**config.mk**
```make
export PLATFORM = sky130hd
export DESIGN_NAME = mem_access_unit
export DESIGN_NICKNAME = d
export VERILOG_FILES = /design/src/rtl/mem_access_unit.sv
export SDC_FILE = /design/constraint.sdc
export NUM_CORES = 1
export LEC_CHECK = 0
export BUFFER_PORTS_ARGS = -buffer_cell sky130_fd_sc_hd__buf_2
export CORE_ASPECT_RATIO = 0.9
export CORE_UTILIZATION = 49
export DETAILED_ROUTE_END_ITERATION = 8
export HOLD_SLACK_MARGIN = 0.03
export PLACE_DENSITY = 0.79
export SYNTH_ARGS = -nofsm -noshare
export SYNTH_HDL_FRONTEND = slang
export SYNTH_SLANG_ARGS = --single-unit
```
**constraint.sdc**
```tcl
create_clock -name clk -period 5.4 [get_ports clk]
set_clock_uncertainty 0.1 [all_clocks]
set_input_delay 1.08 -clock clk [delete_from_list [all_inputs] [get_ports clk]]
set_output_delay 1.08 -clock clk [all_outputs]
set_load 0.005 [all_outputs]
```
**src/rtl/mem_access_unit.sv**
```systemverilog
// Load/store unit between the decode/execute register and the data-memory bus.
// One operation in flight; holds upstream stages via stall_out while busy.
module mem_access_unit #(
    parameter bit          ALIGN_CHECK = 1'b1,
    parameter logic [31:0] RESET_ADDR  = 32'h0000_0000
) (
    input  logic        clk,
    input  logic        reset,
    input  logic        valid_in,
    input  logic        is_load_in,
    input  logic        is_store_in,
    input  logic [31:0] addr_in,
    input  logic [31:0] store_data_in,
    input  logic [1:0]  load_size_in,
    input  logic        load_unsigned_in,
    input  logic [4:0]  rd_addr_in,
    output logic        stall_out,
    output logic        dmem_req_valid,
    input  logic        dmem_req_ready,
    output logic        dmem_we,
    output logic [31:0] dmem_addr,
    output logic [3:0]  dmem_wstrb,
    output logic [31:0] dmem_wdata,
    input  logic        dmem_rsp_valid,
    input  logic [31:0] dmem_rdata,
    output logic        lu_valid_out,
    output logic [31:0] lu_output_out,
    output logic [4:0]  lu_rd_addr_out,
    output logic        misaligned_out
);

    localparam logic [1:0] IDLE = 2'd0;
    localparam logic [1:0] REQ  = 2'd1;
    localparam logic [1:0] WAIT = 2'd2;

    logic [1:0]  r_state;
    logic [31:0] r_addr;
    logic        r_we;
    logic [3:0]  r_wstrb;
    logic [31:0] r_wdata;
    logic [1:0]  r_lane;
    logic [1:0]  r_size;
    logic        r_unsigned;
    logic [4:0]  r_rd;
    logic        r_lu_valid;
    logic [31:0] r_lu_output;
    logic [4:0]  r_lu_rd;
    logic        r_misal;

    logic        w_is_mem;
    logic        w_aligned_raw;
    logic        w_start;
    logic        w_misal;
    logic        w_is_store;
    logic        w_in_req;
    logic [3:0]  w_strb_next;
    logic [31:0] w_wdata_next;
    logic [7:0]  w_ld_byte;
    logic [15:0] w_ld_half;
    logic [31:0] w_ld_fmt;

    assign w_is_mem   = valid_in & (is_load_in | is_store_in);
    assign w_is_store = is_store_in & ~is_load_in;

    always_comb begin
        w_aligned_raw = 1'b1;
        case (load_size_in)
            2'b00:   w_aligned_raw = 1'b1;
            2'b01:   w_aligned_raw = ~addr_in[0];
            default: w_aligned_raw = (addr_in[1:0] == 2'b00);
        endcase
    end

    // With ALIGN_CHECK off every access proceeds and the low address bits are ignored by lane logic.
    assign w_misal = ALIGN_CHECK && (r_state == IDLE) && w_is_mem && !w_aligned_raw;
    assign w_start = (r_state == IDLE) && w_is_mem && (!ALIGN_CHECK || w_aligned_raw);

    always_comb begin
        w_strb_next  = 4'b1111;
        w_wdata_next = store_data_in;
        case (load_size_in)
            2'b00: begin
                w_strb_next  = 4'b0001 << addr_in[1:0];
                w_wdata_next = {4{store_data_in[7:0]}};
            end
            2'b01: begin
                w_strb_next  = 4'b0011 << {addr_in[1], 1'b0};
                w_wdata_next = {2{store_data_in[15:0]}};
            end
            default: begin
                w_strb_next  = 4'b1111;
                w_wdata_next = store_data_in;
            end
        endcase
    end

    always_comb begin
        w_ld_byte = dmem_rdata[7:0];
        case (r_lane)
            2'd0:    w_ld_byte = dmem_rdata[7:0];
            2'd1:    w_ld_byte = dmem_rdata[15:8];
            2'd2:    w_ld_byte = dmem_rdata[23:16];
            default: w_ld_byte = dmem_rdata[31:24];
        endcase
        w_ld_half = r_lane[1] ? dmem_rdata[31:16] : dmem_rdata[15:0];
        case (r_size)
            2'b00:   w_ld_fmt = {{24{~r_unsigned & w_ld_byte[7]}}, w_ld_byte};
            2'b01:   w_ld_fmt = {{16{~r_unsigned & w_ld_half[15]}}, w_ld_half};
            default: w_ld_fmt = dmem_rdata;
        endcase
    end

    always_ff @(posedge clk) begin
        if (reset) begin
            r_state     <= IDLE;
            r_addr      <= RESET_ADDR;
            r_we        <= 1'b0;
            r_wstrb     <= 4'b0000;
            r_wdata     <= 32'h0;
            r_lane      <= 2'b00;
            r_size      <= 2'b00;
            r_unsigned  <= 1'b0;
            r_rd        <= 5'd0;
            r_lu_valid  <= 1'b0;
            r_lu_output <= 32'h0;
            r_lu_rd     <= 5'd0;
            r_misal     <= 1'b0;
        end else begin
            r_lu_valid <= 1'b0;
            r_misal    <= w_misal;
            case (r_state)
                IDLE: begin
                    if (w_start) begin
                        r_addr     <= {addr_in[31:2], 2'b00};
                        r_we       <= w_is_store;
                        r_wstrb    <= w_is_store ? w_strb_next : 4'b0000;
                        r_wdata    <= w_is_store ? w_wdata_next : 32'h0;
                        r_lane     <= addr_in[1:0];
                        r_size     <= load_size_in;
                        r_unsigned <= load_unsigned_in;
                        r_rd       <= rd_addr_in;
                        r_state    <= REQ;
                    end
                end
                REQ: begin
                    // Stores are posted: no response is expected.
                    if (dmem_req_ready) r_state <= r_we ? IDLE : WAIT;
                end
                WAIT: begin
                    if (dmem_rsp_valid) begin
                        r_lu_valid  <= 1'b1;
                        r_lu_output <= w_ld_fmt;
                        r_lu_rd     <= r_rd;
                        r_state     <= IDLE;
                    end
                end
                default: r_state <= IDLE;
            endcase
        end
    end

    assign w_in_req       = (r_state == REQ);
    assign dmem_req_valid = w_in_req;
    assign dmem_we        = w_in_req & r_we;
    assign dmem_wstrb     = {4{w_in_req}} & r_wstrb;
    assign dmem_wdata     = {32{w_in_req}} & r_wdata;
    assign dmem_addr      = (r_state == IDLE) ? RESET_ADDR : r_addr;

    assign stall_out = w_start
                     | (w_in_req && !(r_we && dmem_req_ready))
                     | ((r_state == WAIT) && !dmem_rsp_valid);

    assign lu_valid_out   = r_lu_valid;
    assign lu_output_out  = r_lu_output;
    assign lu_rd_addr_out = r_lu_rd;
    assign misaligned_out = r_misal;

endmodule

```
* Yosys cells after proc, flatten, opt, wreduce, memory -nomap -nowiden
Cells that the tools add are included. Widths: inputs -> output; s select.
Storage, ports and cells: output and inout bits 110, bits of input ports 111, word-level logic and storage cells 71, register bits after elaboration 118
Operators by class: reductions and logical operators 18, bitwise logic cells 14, shift operators 2, eq/ne operators 9, muxes and demuxes 15
Operators by type and width (number):
- $pmux 32 s2 | 2
- $mux 32 | 2
- $and 32x32->32 | 1
- $pmux 8 s3 | 1
- $mux 16 | 1
- $logic_not 2->1 | 5
- $eq 2x1->1 const B | 4
- $mux 2 | 4
- $pmux 4 s2 | 1
- $logic_and 1x1->1 | 6
- $ne 2x2->1 const B | 3
- $pmux 2 s3 | 1
- $and 1x1->1 | 5
- $and 4x4->4 | 1
- $eq 2x2->1 const B | 2
- $mux 4 | 1
- $not 1->1 | 4
- $reduce_and 2->1 | 2
- $shl 1x2->4 const A | 1
- $shl 2x2->4 const A | 1
- $logic_not 1->1 | 3
- $or 1x1->1 | 3
- $reduce_and 3->1 | 1
- $pmux 1 s2 | 1
- 2 further kinds | 2

* Logic depth before layout (Yosys ltp)
Gate-level depths: netlist of run 1.
word-level depth 6, mapped depth 6, depth with buffers taken out 4

* Worst setup path after synthesis of run 1
OpenSTA, ideal clock, no wires.
path type input-to-output, from input load_size_in[0], to output stall_out, stages 5, required time 4220 ps, slack 2237 ps, arrival time 1983 ps, path buffers 2, cell sequence nor2_1 > buf_2 > o2111ai_2 > buf_2 > nand2_1
Between the ends: word-level cells in the longest chain between the ends 5, elaborated cells between the ends (all ways) 6, those cells by class eq/ne: 1; mux: 1; bitwise: 2; reduce/logical: 2
Ends and longest elaborated chain:
- from (decl) | RTL line 14 | input logic [1:0] load_size_in,
- $eq 2x1->1 or $logic_not 2->1 (tied branches) | RTL line 67 | case (load_size_in)
- $pmux 1 s2 (*) | RTL line 67
- $logic_and 1x1->1 (*) | RTL line 76 | assign w_start = (r_state == IDLE) && w_is_mem && (!ALIGN_CHECK || w_aligned_raw);
- $or 1x1->1 (*) | RTL line 170 | | (w_in_req && !(r_we && dmem_req_ready))
- $or 1x1->1 (*) | RTL line 171 | | ((r_state == WAIT) && !dmem_rsp_valid);
- to (decl) | RTL line 17 | output logic stall_out,
Mark *: on every way between the ends. The rest lies on a longest branch, timed or not.

* Worst setup path after layout of run 1
from register r_state[0], to output stall_out
Between the ends: word-level cells in the longest chain between the ends 5, elaborated cells between the ends (all ways) 9, those cells by class eq/ne: 2; bitwise: 2; reduce/logical: 5
Ends and longest elaborated chain:
- from (decl) | RTL line 36 | logic [1:0] r_state;
- from (signal assigned) | RTL line 147 | if (dmem_req_ready) r_state <= r_we ? IDLE : WAIT;
- $logic_not 2->1 | RTL line 76
- $logic_and 1x1->1 (2 in a row) | RTL line 76
- $or 1x1->1 | RTL line 170
- $or 1x1->1 (*) | RTL line 171
Marks and branches as above.

==> flow_metrics.env, run 1 <==
export IMPL_status="finished with violations"
export IMPL_violations="design-rule violations"
export IMPL_yosysSeqAreaShare=0.443
export IMPL_die_y_um=101
export IMPL_drtIter0Drc=369
export IMPL_vias_per_cell=5.40
export IMPL_die_w_um=112
export IMPL_gp_congestion=0.888
export IMPL_yosys_top_cells_count="dfxtp_1, nand2_1, a21oi_1"
export IMPL_comb_power_share=0.098
export IMPL_cap_violations=0
export IMPL_netlist_top_cells_area="dfxtp_1, nand2_1, mux2i_1"
export IMPL_clk_insertion_delay_late_ps=400
export IMPL_regArea_sq_um=2360
export IMPL_worstPathMaxFanout=41
export IMPL_grt_start_max_net_pins=82
export IMPL_synth_top_cell_by_area="dfxtp_1"
export IMPL_cts_sinks=118
export IMPL_first_pass_iters=7
export IMPL_arrival_ps=2300
export IMPL_routed_wirelength_mm=14.7
export IMPL_slowest_delay_ps=1030
export IMPL_fin_tns_setup_ps=0
export IMPL_port_buffers=218
export IMPL_ios=221
export IMPL_antenna_found_initial=1
export IMPL_yosysWarnings=0
export IMPL_fillCellCount=860
export IMPL_synth_async_reset_ratio=0
export IMPL_final_hold_viol_count=0
export IMPL_ir_drop_uv=236
export IMPL_synth_edf_count=0
export IMPL_tritoncts="done"
export IMPL_critPathTopFamily="simple AND/OR/NAND/NOR gates"
export IMPL_yosysMostFrequentCell="dfxtp_1"
export IMPL_synth_top_area_share=0.443
export IMPL_wire_per_inst_um=15.4
export IMPL_ys_flop_type="dfxtp_1"
export IMPL_min_period_ps=3480
export IMPL_syn_avg_cell_area_sq_um=8.57
export IMPL_core_area_sq_um=10400
export IMPL_grtUsageTotal=0.262
export IMPL_cts_inserted_buffers=17
export IMPL_worstPathRequired_ps=4220
export IMPL_die_area_sq_um=11300
export IMPL_fp_row_count=35
export IMPL_crit_path_end_kind="output port"
export IMPL_placed_cells=927
export IMPL_overflow=0
export IMPL_finalNonFillerCells=959
export IMPL_multi_input_area_sq_um=2740
export IMPL_ctsLongestPathBuffers=2
export IMPL_ctsHtreeMaxLevel=4
export IMPL_cts_hold_buf=0
export IMPL_p_per_area_nw_per_um2=320
export IMPL_start_kind="register"
export IMPL_cts_resized=0
export IMPL_switchingPower_w=0.000523
export IMPL_drc_errors=14
export IMPL_synth_cell_types=46
export IMPL_netlist_instances=622
export IMPL_period_share=0.645
export IMPL_p_leak_nw=3.10
export IMPL_areaGrowthSynthToFinish_pct=31.6
export IMPL_initial_core_util=0.512
export IMPL_ant_nets=0
export IMPL_root_buffer="clkbuf_16"
export IMPL_final_nets=928
export IMPL_clockPowerShare=0.494
export IMPL_crit_buf_inv=1
export IMPL_dp_hpwl_mm=10.2
export IMPL_hp_class="register to register"
export IMPL_post_cts_setup_buffers=0
export IMPL_setup_violations=0
export IMPL_p_seq_frac=0.408
export IMPL_tightest_slew_ps=1250
export IMPL_syn_cell_area_sq_um=5330
export IMPL_grt_pass1_wl_mm=23.6
export IMPL_via_count=5176
export IMPL_fmax_ghz=0.287
export IMPL_path_clk_slew_ps=50
export IMPL_crit_type="register to output port"
export IMPL_slowest_stage="nor2b_2"
export IMPL_swShare=0.233
export IMPL_worstPathCellList="nor2b_2 -> a21oi_1 -> nand2_1 -> buf_2"
export IMPL_rsz0062_at_grt="no"
export IMPL_final_layout_size_suffix_gt1_frac=0.337
export IMPL_p_int_w=0.00172
export IMPL_ys_ff_latch=118
export IMPL_grt_pass1_vias=4920
export IMPL_power_total_w=0.00224
export IMPL_finalMaxSlewViolations=0
export IMPL_slew_headroom=0.164
==> sequential cells by signal, indices dropped and copies added, names as in the netlist <==
name	count
r_state	2
lu_output_out	32
r_unsigned	1
lu_rd_addr_out	5
misaligned_out	1
r_lane	2
r_wstrb	4
r_wdata	32
r_rd	5
r_addr	30
lu_valid_out	1
r_size	2
r_we	1
==> cells in the final DEF (no fill, tap or decap), types with 3 or more instances in the layout <==
cell type,count
a21oi_1,59
o2bb2ai_2,10
nor2_1,53
clkbuf_16,17
clkinv_2,5
nor2b_1,31
a22o_1,17
nand2_1,117
a221oi_1,6
inv_1,5
clkbuf_1,3
o21ai_0,10
buf_2,218
o2bb2ai_1,9
buf_4,8
mux2i_1,32
a211oi_1,32
dfxtp_1,118
bufinv_16,3
and2_1,37
nand3b_1,3
nand2b_1,3
==> path summary, 6_finish.rpt <==
check / to / slack [ps] / depth (start not counted) / from
hold / removal: lu_rd_addr_out[4]$_SDFFE_PP0P_ / 350 / 2 / r_rd[4]$_SDFFE_PP0P_
setup reg to reg: r_wdata[29]$_SDFFE_PP0P_ / 2940 / 4 / r_state[1]$_SDFFE_PP0P_
hold reg to reg: lu_rd_addr_out[4]$_SDFFE_PP0P_ / 350 / 2 / r_rd[4]$_SDFFE_PP0P_
setup / recovery: stall_out / 1920 / 4 / r_state[0]$_SDFFE_PP0P_
==> logic make-up (layout without fill, tap and decap cells) <==
logic type             count (synthesis)  count (layout)  share of synthesized area
flip-flops                           118             118                      0.443
buffers and inverters                 56             262                     0.0467
multiplexers                          33              33                     0.0622
AND/OR/NAND/NOR                      259             259                      0.235
other                                  1               3                   0.000703
AO/OA/AOI/OAI                        155             155                      0.212
==> cell type report <==
type / count / area share
multi-input cells: 449 / 0.390
flip-flops and latches: 118 / 0.337
repair buffers: 226 / 0.164
clock buffers: 21 / 0.0642
well taps: 129 / 0.0230
clock inverters: 10 / 0.0185
inverters: 5 / 0.00268
diodes: 1 / 0.000357
==> per-stage QoR <==
stage,hold WS [ps],setup WS [ps],cell area [sq um],util
2_1_floorplan,324,2240,5340,-
3_3_place_gp,336,2060,6430,0.617
3_5_place_dp,339,2000,6430,0.617
4_1_cts,351,1930,7010,0.673
5_1_grt,359,1740,7020,0.673
6_report,346,1920,7020,0.673
==> worst min-delay path: stages, from the launching register on <==
cell	delay, ps
dfxtp_1	310
nand2_1	50
a21oi_1	50
==> power by group through the flow <==
stage / sequential (W) / combinational, W / clock, W
after floorplan: 0.000927 / 0.000133 / 0
after global placement: 0.000931 / 0.000211 / 0
after detailed placement: 0.000932 / 0.000217 / 0
after CTS: 0.000915 / 0.000218 / 0.00113
after global routing: 0.000918 / 0.000241 / 0.00117
final: 0.000915 / 0.000219 / 0.00111
==> routing by layer <==
metal | global-route usage | wire [um]
met5 | 0 | 0
met2 | 0.433 | 7120
met3 | 0.0649 | 1050
met1 | 0.316 | 6150
met4 | 0.139 | 400
Power figures use the tool's default switching activity.
==> inputs of run 2 (changes only) <==
ABC_AREA = 1   (was not set)
clock period = 3.3 ns   (was 5.4 ns; I/O delays follow)
==> run 2 against run 1 <==
Against the previous run:
- the flow now finishes without violations
- sequential cell count did not move
- register-to-register slack got worse by 1600 ps
- clock power rose by 80%
- hold slack improved by 2.8 ps
- via count rose by 15%
- cell area rose by 3.3%
- largest power group unchanged
==> flow_metrics.env, run 2 <==
export IMPL_core_area_sq_um=10900
export IMPL_ys_flop_type="dfxtp_1"
export IMPL_yosys_area_share_simple=0.237
export IMPL_dp_hpwl_mm=11.0
export IMPL_die_w_um=114
export IMPL_ios=221
export IMPL_p_seq_frac=0.382
export IMPL_initial_core_util=0.506
export IMPL_drc_errors=0
export IMPL_yosysMostFrequentCell="nand2_1"
export IMPL_r2r_start="r_size[1]$_SDFFE_PP0P_"
export IMPL_via_count=5944
export IMPL_die_area_sq_um=11600
export IMPL_yosysWarnings=0
export IMPL_worstPathMaxFanout=23
export IMPL_setup_violations=0
export IMPL_p_leak_nw=3.46
export IMPL_arrival_ps=1900
export IMPL_grt_start_max_net_pins=46
export IMPL_synth_xor_area_frac=0
export IMPL_fin_area_sq_um=7250
export IMPL_grt_pass1_wl_mm=24.2
export IMPL_ant_nets=0
export IMPL_mostFrequentLayoutCell="buf_2"
export IMPL_hp_class="register to register"
export IMPL_rsz0062_at_grt="no"
export IMPL_gp_congestion=0.879
export IMPL_first_pass_iters=5
export IMPL_r2r_end="lu_output_out[24]$_SDFFE_PP0P_"
export IMPL_worstPathCellList="inv_1 -> nor2_1 -> inv_1 -> buf_4 -> nor2_1 -> buf_2"
export IMPL_crit_type="register to output port"
export IMPL_start_kind="register"
export IMPL_drtIter0Drc=489
export IMPL_status="completed"
export IMPL_fin_tns_setup_ps=0
export IMPL_vias_per_cell=4.96
export IMPL_clk_insertion_delay_late_ps=400
export IMPL_cts_sinks=118
export IMPL_routed_wirelength_mm=15.5
export IMPL_cap_violations=0
export IMPL_reg2reg_depth=6
export IMPL_placed_cells=1167
export IMPL_syn_cell_area_sq_um=5500
export IMPL_place_area_sq_um=6600
export IMPL_root_buffer="clkbuf_16"
export IMPL_cts_hold_buf=0
export IMPL_holdPathEnd="r_addr[10]$_SDFFE_PP0P_"
export IMPL_final_nets=1145
export IMPL_tightest_slew_ps=976
export IMPL_ys_ff_latch=118
export IMPL_grtUsageTotal=0.267
export IMPL_cts_inserted_buffers=17
export IMPL_r2r_slack_ps=1350
export IMPL_areaGrowthSynthToFinish_pct=31.9
export IMPL_synth_fa_ha_area_frac=0
export IMPL_crit_path_end_kind="output port"
export IMPL_n_antenna_cell=0
export IMPL_synth_compound_area_frac=0.211
export IMPL_fmax_ghz=0.375
export IMPL_syn_avg_cell_area_sq_um=6.55
export IMPL_worstPathRequired_ps=2540
export IMPL_port_buffers=218
export IMPL_switchingPower_w=0.000914
export IMPL_hold_depth=2
export IMPL_yosys_top_cells_count="nand2_1, nor2_1, a21oi_1"
export IMPL_muxShareOfSynthArea=0
export IMPL_fillCellCount=1024
export IMPL_synth_top_family_by_area="simple AND/OR/NAND/NOR gates"
export IMPL_slowest_delay_ps=370
export IMPL_netlist_top_cells_area="dfxtp_1, a21oi_1, nand2_1"
export IMPL_ir_drop_uv=402
export IMPL_min_period_ps=2660
export IMPL_slowest_stage="dfxtp_1"
export IMPL_wire_per_inst_um=12.9
export IMPL_p_per_area_nw_per_um2=543
export IMPL_final_layout_size_suffix_gt1_frac=0.256
export IMPL_antenna_found_initial=0
export IMPL_overflow=0
export IMPL_final_hold_viol_count=0
export IMPL_swShare=0.232
export IMPL_final_cell_mix="buf_2, nand2_1, nor2_1, a21oi_1, dfxtp_1"
export IMPL_clockPowerShare=0.509
export IMPL_cts_resized=0
export IMPL_p_int_w=0.00302
export IMPL_synth_edf_count=0
export IMPL_synth_top_area_share=0.430
export IMPL_crit_buf_inv=4
export IMPL_ctsLongestPathBuffers=2
export IMPL_post_cts_setup_buffers=0
export IMPL_synth_async_reset_ratio=0
export IMPL_tritoncts="done"
export IMPL_ctsHtreeMaxLevel=4
export IMPL_fin_hold_ws_ps=348
export IMPL_critPathTopFamily="buffers and inverters"
export IMPL_grt_pass1_vias=4995
export IMPL_min_delay_start="r_addr[10]$_SDFFE_PP0P_"
export IMPL_slew_headroom=0.345
export IMPL_path_clk_slew_ps=50
export IMPL_comb_power_share=0.109
export IMPL_netlist_instances=839
export IMPL_fp_row_count=36
export IMPL_synth_top_cell_by_area="dfxtp_1"
export IMPL_period_share=0.807
export IMPL_finalMaxSlewViolations=0
export IMPL_finalNonFillerCells=1198
export IMPL_yosysSeqAreaShare=0.430
export IMPL_die_y_um=102
export IMPL_synth_cell_types=27
run 2: cell count changes after synthesis, sizes merged, moves of 12 or more:
cell / previous run / this run
inv: 5 / 105
nand3: 0 / 12
a211oi: 32 / 0
a21oi: 61 / 128
a22o: 17 / 0
and2: 37 / 0
nand2: 117 / 172
o21ai: 10 / 98
o2bb2ai: 19 / 0
nor2: 56 / 136
nor2b: 32 / 0
mux2i: 32 / 0
run 2: power groups by stage:
stage	registers [W]	logic, W	clock network [W]
after floorplan	0.00153	0.000278	0
after global placement	0.00153	0.000420	0
after detailed placement	0.00153	0.000422	0
after CTS	0.00150	0.000426	0.00202
after global routing	0.00151	0.000485	0.00209
final	0.00150	0.000430	0.00200
run 2: how the worst max path moves through the flow:
stage          cells past startpoint                    start        endpoint  slack [ps]
2_1_floorplan                      6              is_store_in       stall_out        1180
3_3_place_gp                       7          load_size_in[1]       stall_out         830
3_5_place_dp                       7          load_size_in[1]       stall_out         820
4_1_cts                            5  r_state[1]$_SDFFE_PP0P_  dmem_wdata[25]         630
5_1_grt                            6  r_state[0]$_SDFFE_PP0P_  dmem_wdata[27]         440
6_report                           6  r_state[0]$_SDFFE_PP0P_  dmem_wdata[16]         640
run 2: layout make-up:
cell class,count,area (sq um),area share
inverter,107,402,0.0554
sequential,118,2360,0.326
timing repair buffer,229,1170,0.162
tap,152,190,0.0262
clock inverter,9,173,0.0238
multi-input combinational,561,2470,0.341
clock buffer,22,474,0.0654
run 2: cells by family after synthesis:
| group | Yosys count |
|---|---|
| AOI/OAI and AO/OA | 230 |
| and+or+nand+nor | 329 |
| other | 1 |
| DFF | 118 |
| buffers and inverters | 161 |
run 2: stage by stage:
step | utilization | total power [W] | setup slack (ps)
2_1_floorplan | - | 0.00180 | 1180
3_3_place_gp | 0.608 | 0.00195 | 834
3_5_place_dp | 0.608 | 0.00196 | 816
4_1_cts | 0.668 | 0.00395 | 630
5_1_grt | 0.668 | 0.00408 | 439
6_report | 0.668 | 0.00394 | 637
run 2: worst reg2reg max path, stage by stage, from the launching register on:
cell     delay, ps
dfxtp_1        700
buf_4          340
nor2_1         110
nand2_1         90
nand3_1         90
nand2_2        260
a21oi_1        120
run 2: per-layer routing:
metal,up-vias,routed length [um],GRT usage
met2,278,6950,0.412
met3,28,1330,0.0563
met1,2606,6910,0.364
met5,-,0,0
met4,0,329,0.112
li1,3032,-,-
==> inputs of run 3 (changes only) <==
CORE_UTILIZATION = 44   (was 49)
PLACE_DENSITY = 0.75   (was 0.79)
clock period = 2.45 ns   (was 3.3 ns; I/O delays follow)
==> run 3 against run 2 <==
Against the previous run:
- utilization shrank 7.0 points
- worst setup slack got worse by 430 ps
- die area grew 11%
- sequential share of layout area is the same
- largest power group unchanged
- register-to-register slack worse by 730 ps
==> flow_metrics.env, run 3 (synthesized netlist as in run 2, its figures left out) <==
export IMPL_status="completed"
export IMPL_via_count=5888
export IMPL_fin_tns_setup_ps=0
export IMPL_antenna_found_initial=0
export IMPL_period_share=0.915
export IMPL_die_area_sq_um=12900
export IMPL_vias_per_cell=4.87
export IMPL_dp_hpwl_mm=11.2
export IMPL_tightest_slew_ps=658
export IMPL_worstPathMaxFanout=38
export IMPL_fp_row_count=38
export IMPL_final_layout_size_suffix_gt1_frac=0.262
export IMPL_root_buffer="clkbuf_16"
export IMPL_fillCellCount=1173
export IMPL_ant_nets=0
export IMPL_rsz0062_at_grt="no"
export IMPL_setup_violations=0
export IMPL_areaGrowthSynthToFinish_pct=31.9
export IMPL_crit_type="register to output port"
export IMPL_clk_insertion_delay_late_ps=410
export IMPL_hp_class="input pin to register"
export IMPL_final_nets=1147
export IMPL_p_per_area_nw_per_um2=703
export IMPL_r2r_slack_ps=620
export IMPL_setup_ws_ps=208
export IMPL_mostFrequentLayoutCell="buf_2"
export IMPL_drc_errors=0
export IMPL_ios=221
export IMPL_grt_pass1_vias=5232
export IMPL_finalMaxSlewViolations=0
export IMPL_r2r_end="r_addr[5]$_SDFFE_PP0P_"
export IMPL_ir_drop_uv=487
export IMPL_crit_start="r_state[0]$_SDFFE_PP0P_"
export IMPL_gp_congestion=0.908
export IMPL_grtUsageTotal=0.251
export IMPL_grt_pass1_wl_mm=25.5
export IMPL_initial_core_util=0.453
export IMPL_ctsHtreeMaxLevel=4
export IMPL_die_w_um=120
export IMPL_post_cts_setup_buffers=0
export IMPL_cts_inserted_buffers=17
export IMPL_cap_violations=0
export IMPL_arrival_ps=1650
export IMPL_path_clk_slew_ps=60
export IMPL_p_leak_nw=3.43
export IMPL_final_hold_viol_count=0
export IMPL_first_pass_iters=5
export IMPL_tritoncts="done"
export IMPL_die_y_um=108
export IMPL_wire_per_inst_um=13.3
export IMPL_r2r_start="r_state[1]$_SDFFE_PP0P_"
export IMPL_cts_sinks=118
export IMPL_crit_path_end_kind="output port"
export IMPL_final_cell_mix="buf_2, nand2_1, nor2_1, a21oi_1, dfxtp_1"
export IMPL_start_kind="register"
export IMPL_crit_path_end="stall_out"
export IMPL_routed_wirelength_mm=16.1
export IMPL_port_buffers=218
export IMPL_ctsLongestPathBuffers=2
export IMPL_core_area_sq_um=12100
export IMPL_reg2reg_depth=7
export IMPL_min_period_ps=2240
export IMPL_fmax_ghz=0.446
export IMPL_slew_headroom=0.561
export IMPL_pre_cts_ws_ps=345
export IMPL_grt_start_max_net_pins=74
export IMPL_overflow=0
export IMPL_worstPathRequired_ps=1860
export IMPL_drtIter0Drc=513
export IMPL_n_antenna_cell=0
-- run 3: cell types whose count changed in the layout (fill, tap and decap cells not counted) --
| cell | before | now |
|---|---|---|
| clkinv_2 | 3 | 0 |
| buf_6 | 0 | 1 |
| nor2_1 | 132 | 130 |
| inv_6 | 0 | 2 |
| buf_12 | 0 | 1 |
| clkinv_4 | 0 | 2 |
| clkbuf_8 | 3 | 2 |
| clkbuf_1 | 2 | 0 |
| nor2_2 | 2 | 4 |
| bufinv_16 | 5 | 2 |
| clkinvlp_4 | 1 | 7 |
-- run 3: metal layers --
layer	vias to the layer above	track usage	share of wire
met5	-	0	0
met4	0	0.0982	0.016
met1	2573	0.333	0.46
met3	25	0.0649	0.080
met2	255	0.388	0.44
li1	3035	-	-
-- run 3: how the worst min path moves through the flow --
| stage | start | to | slack [ps] | cells past startpoint |
|---|---|---|---|---|
| global route | store_data_in[7] | r_wdata[7]$_SDFFE_PP0P_ | 240 | 3 |
| detailed placement | r_addr[6]$_SDFFE_PP0P_ | r_addr[6]$_SDFFE_PP0P_ | 350 | 2 |
| floorplan | r_addr[10]$_SDFFE_PP0P_ | r_addr[10]$_SDFFE_PP0P_ | 330 | 2 |
| CTS | store_data_in[7] | r_wdata[7]$_SDFFE_PP0P_ | 220 | 3 |
| global placement | r_addr[27]$_SDFFE_PP0P_ | r_addr[27]$_SDFFE_PP0P_ | 340 | 2 |
| finish | store_data_in[7] | r_wdata[7]$_SDFFE_PP0P_ | 230 | 3 |
-- run 3: area by class of cell --
class,instances,area [sq um],share of cell area
clock buffers,19,453,0.0625
inverters,107,402,0.0554
clock inverters,13,148,0.0204
multi-input cells,561,2480,0.342
repair buffers,231,1200,0.166
flip-flops and latches,118,2360,0.326
well taps,160,200,0.0276
-- run 3: power by group --
group / switching [W] / internal, W / total, W
sequential: 0.0000279 / 0.00199 / 0.00202
combinational: 0.000385 / 0.000211 / 0.000596
clock: 0.000922 / 0.00156 / 0.00248
total: 0.00133 / 0.00376 / 0.00509
-- run 3: worst max-delay path: stages, from the launching register on --
cell     delay (ps)
dfxtp_1         380
inv_1           100
nor2_2          140
inv_1            70
buf_6           190
nor2_2          130
nor2_1           50
nand2_1          50
buf_2           140
-- run 3: what timing repair did --
| item | CTS | global route |
|---|---|---|
| setup endpoints to repair | 0 | 2 |
| resized for setup | 0 | 3 |
| hold buffers | 0 | 0 |
-- run 3: through the flow --
step / hold slack, ps / cells / util / area [sq um] / total power (W)
2_1_floorplan: 330 / 840 / - / 5500 / 0.00243
3_3_place_gp: 342 / 1177 / 0.548 / 6640 / 0.00264
3_5_place_dp: 347 / 1177 / 0.548 / 6640 / 0.00265
4_1_cts: 218 / 1209 / 0.597 / 7240 / 0.00513
5_1_grt: 240 / 1209 / 0.598 / 7250 / 0.00531
6_report: 232 / 1209 / 0.598 / 7250 / 0.00509
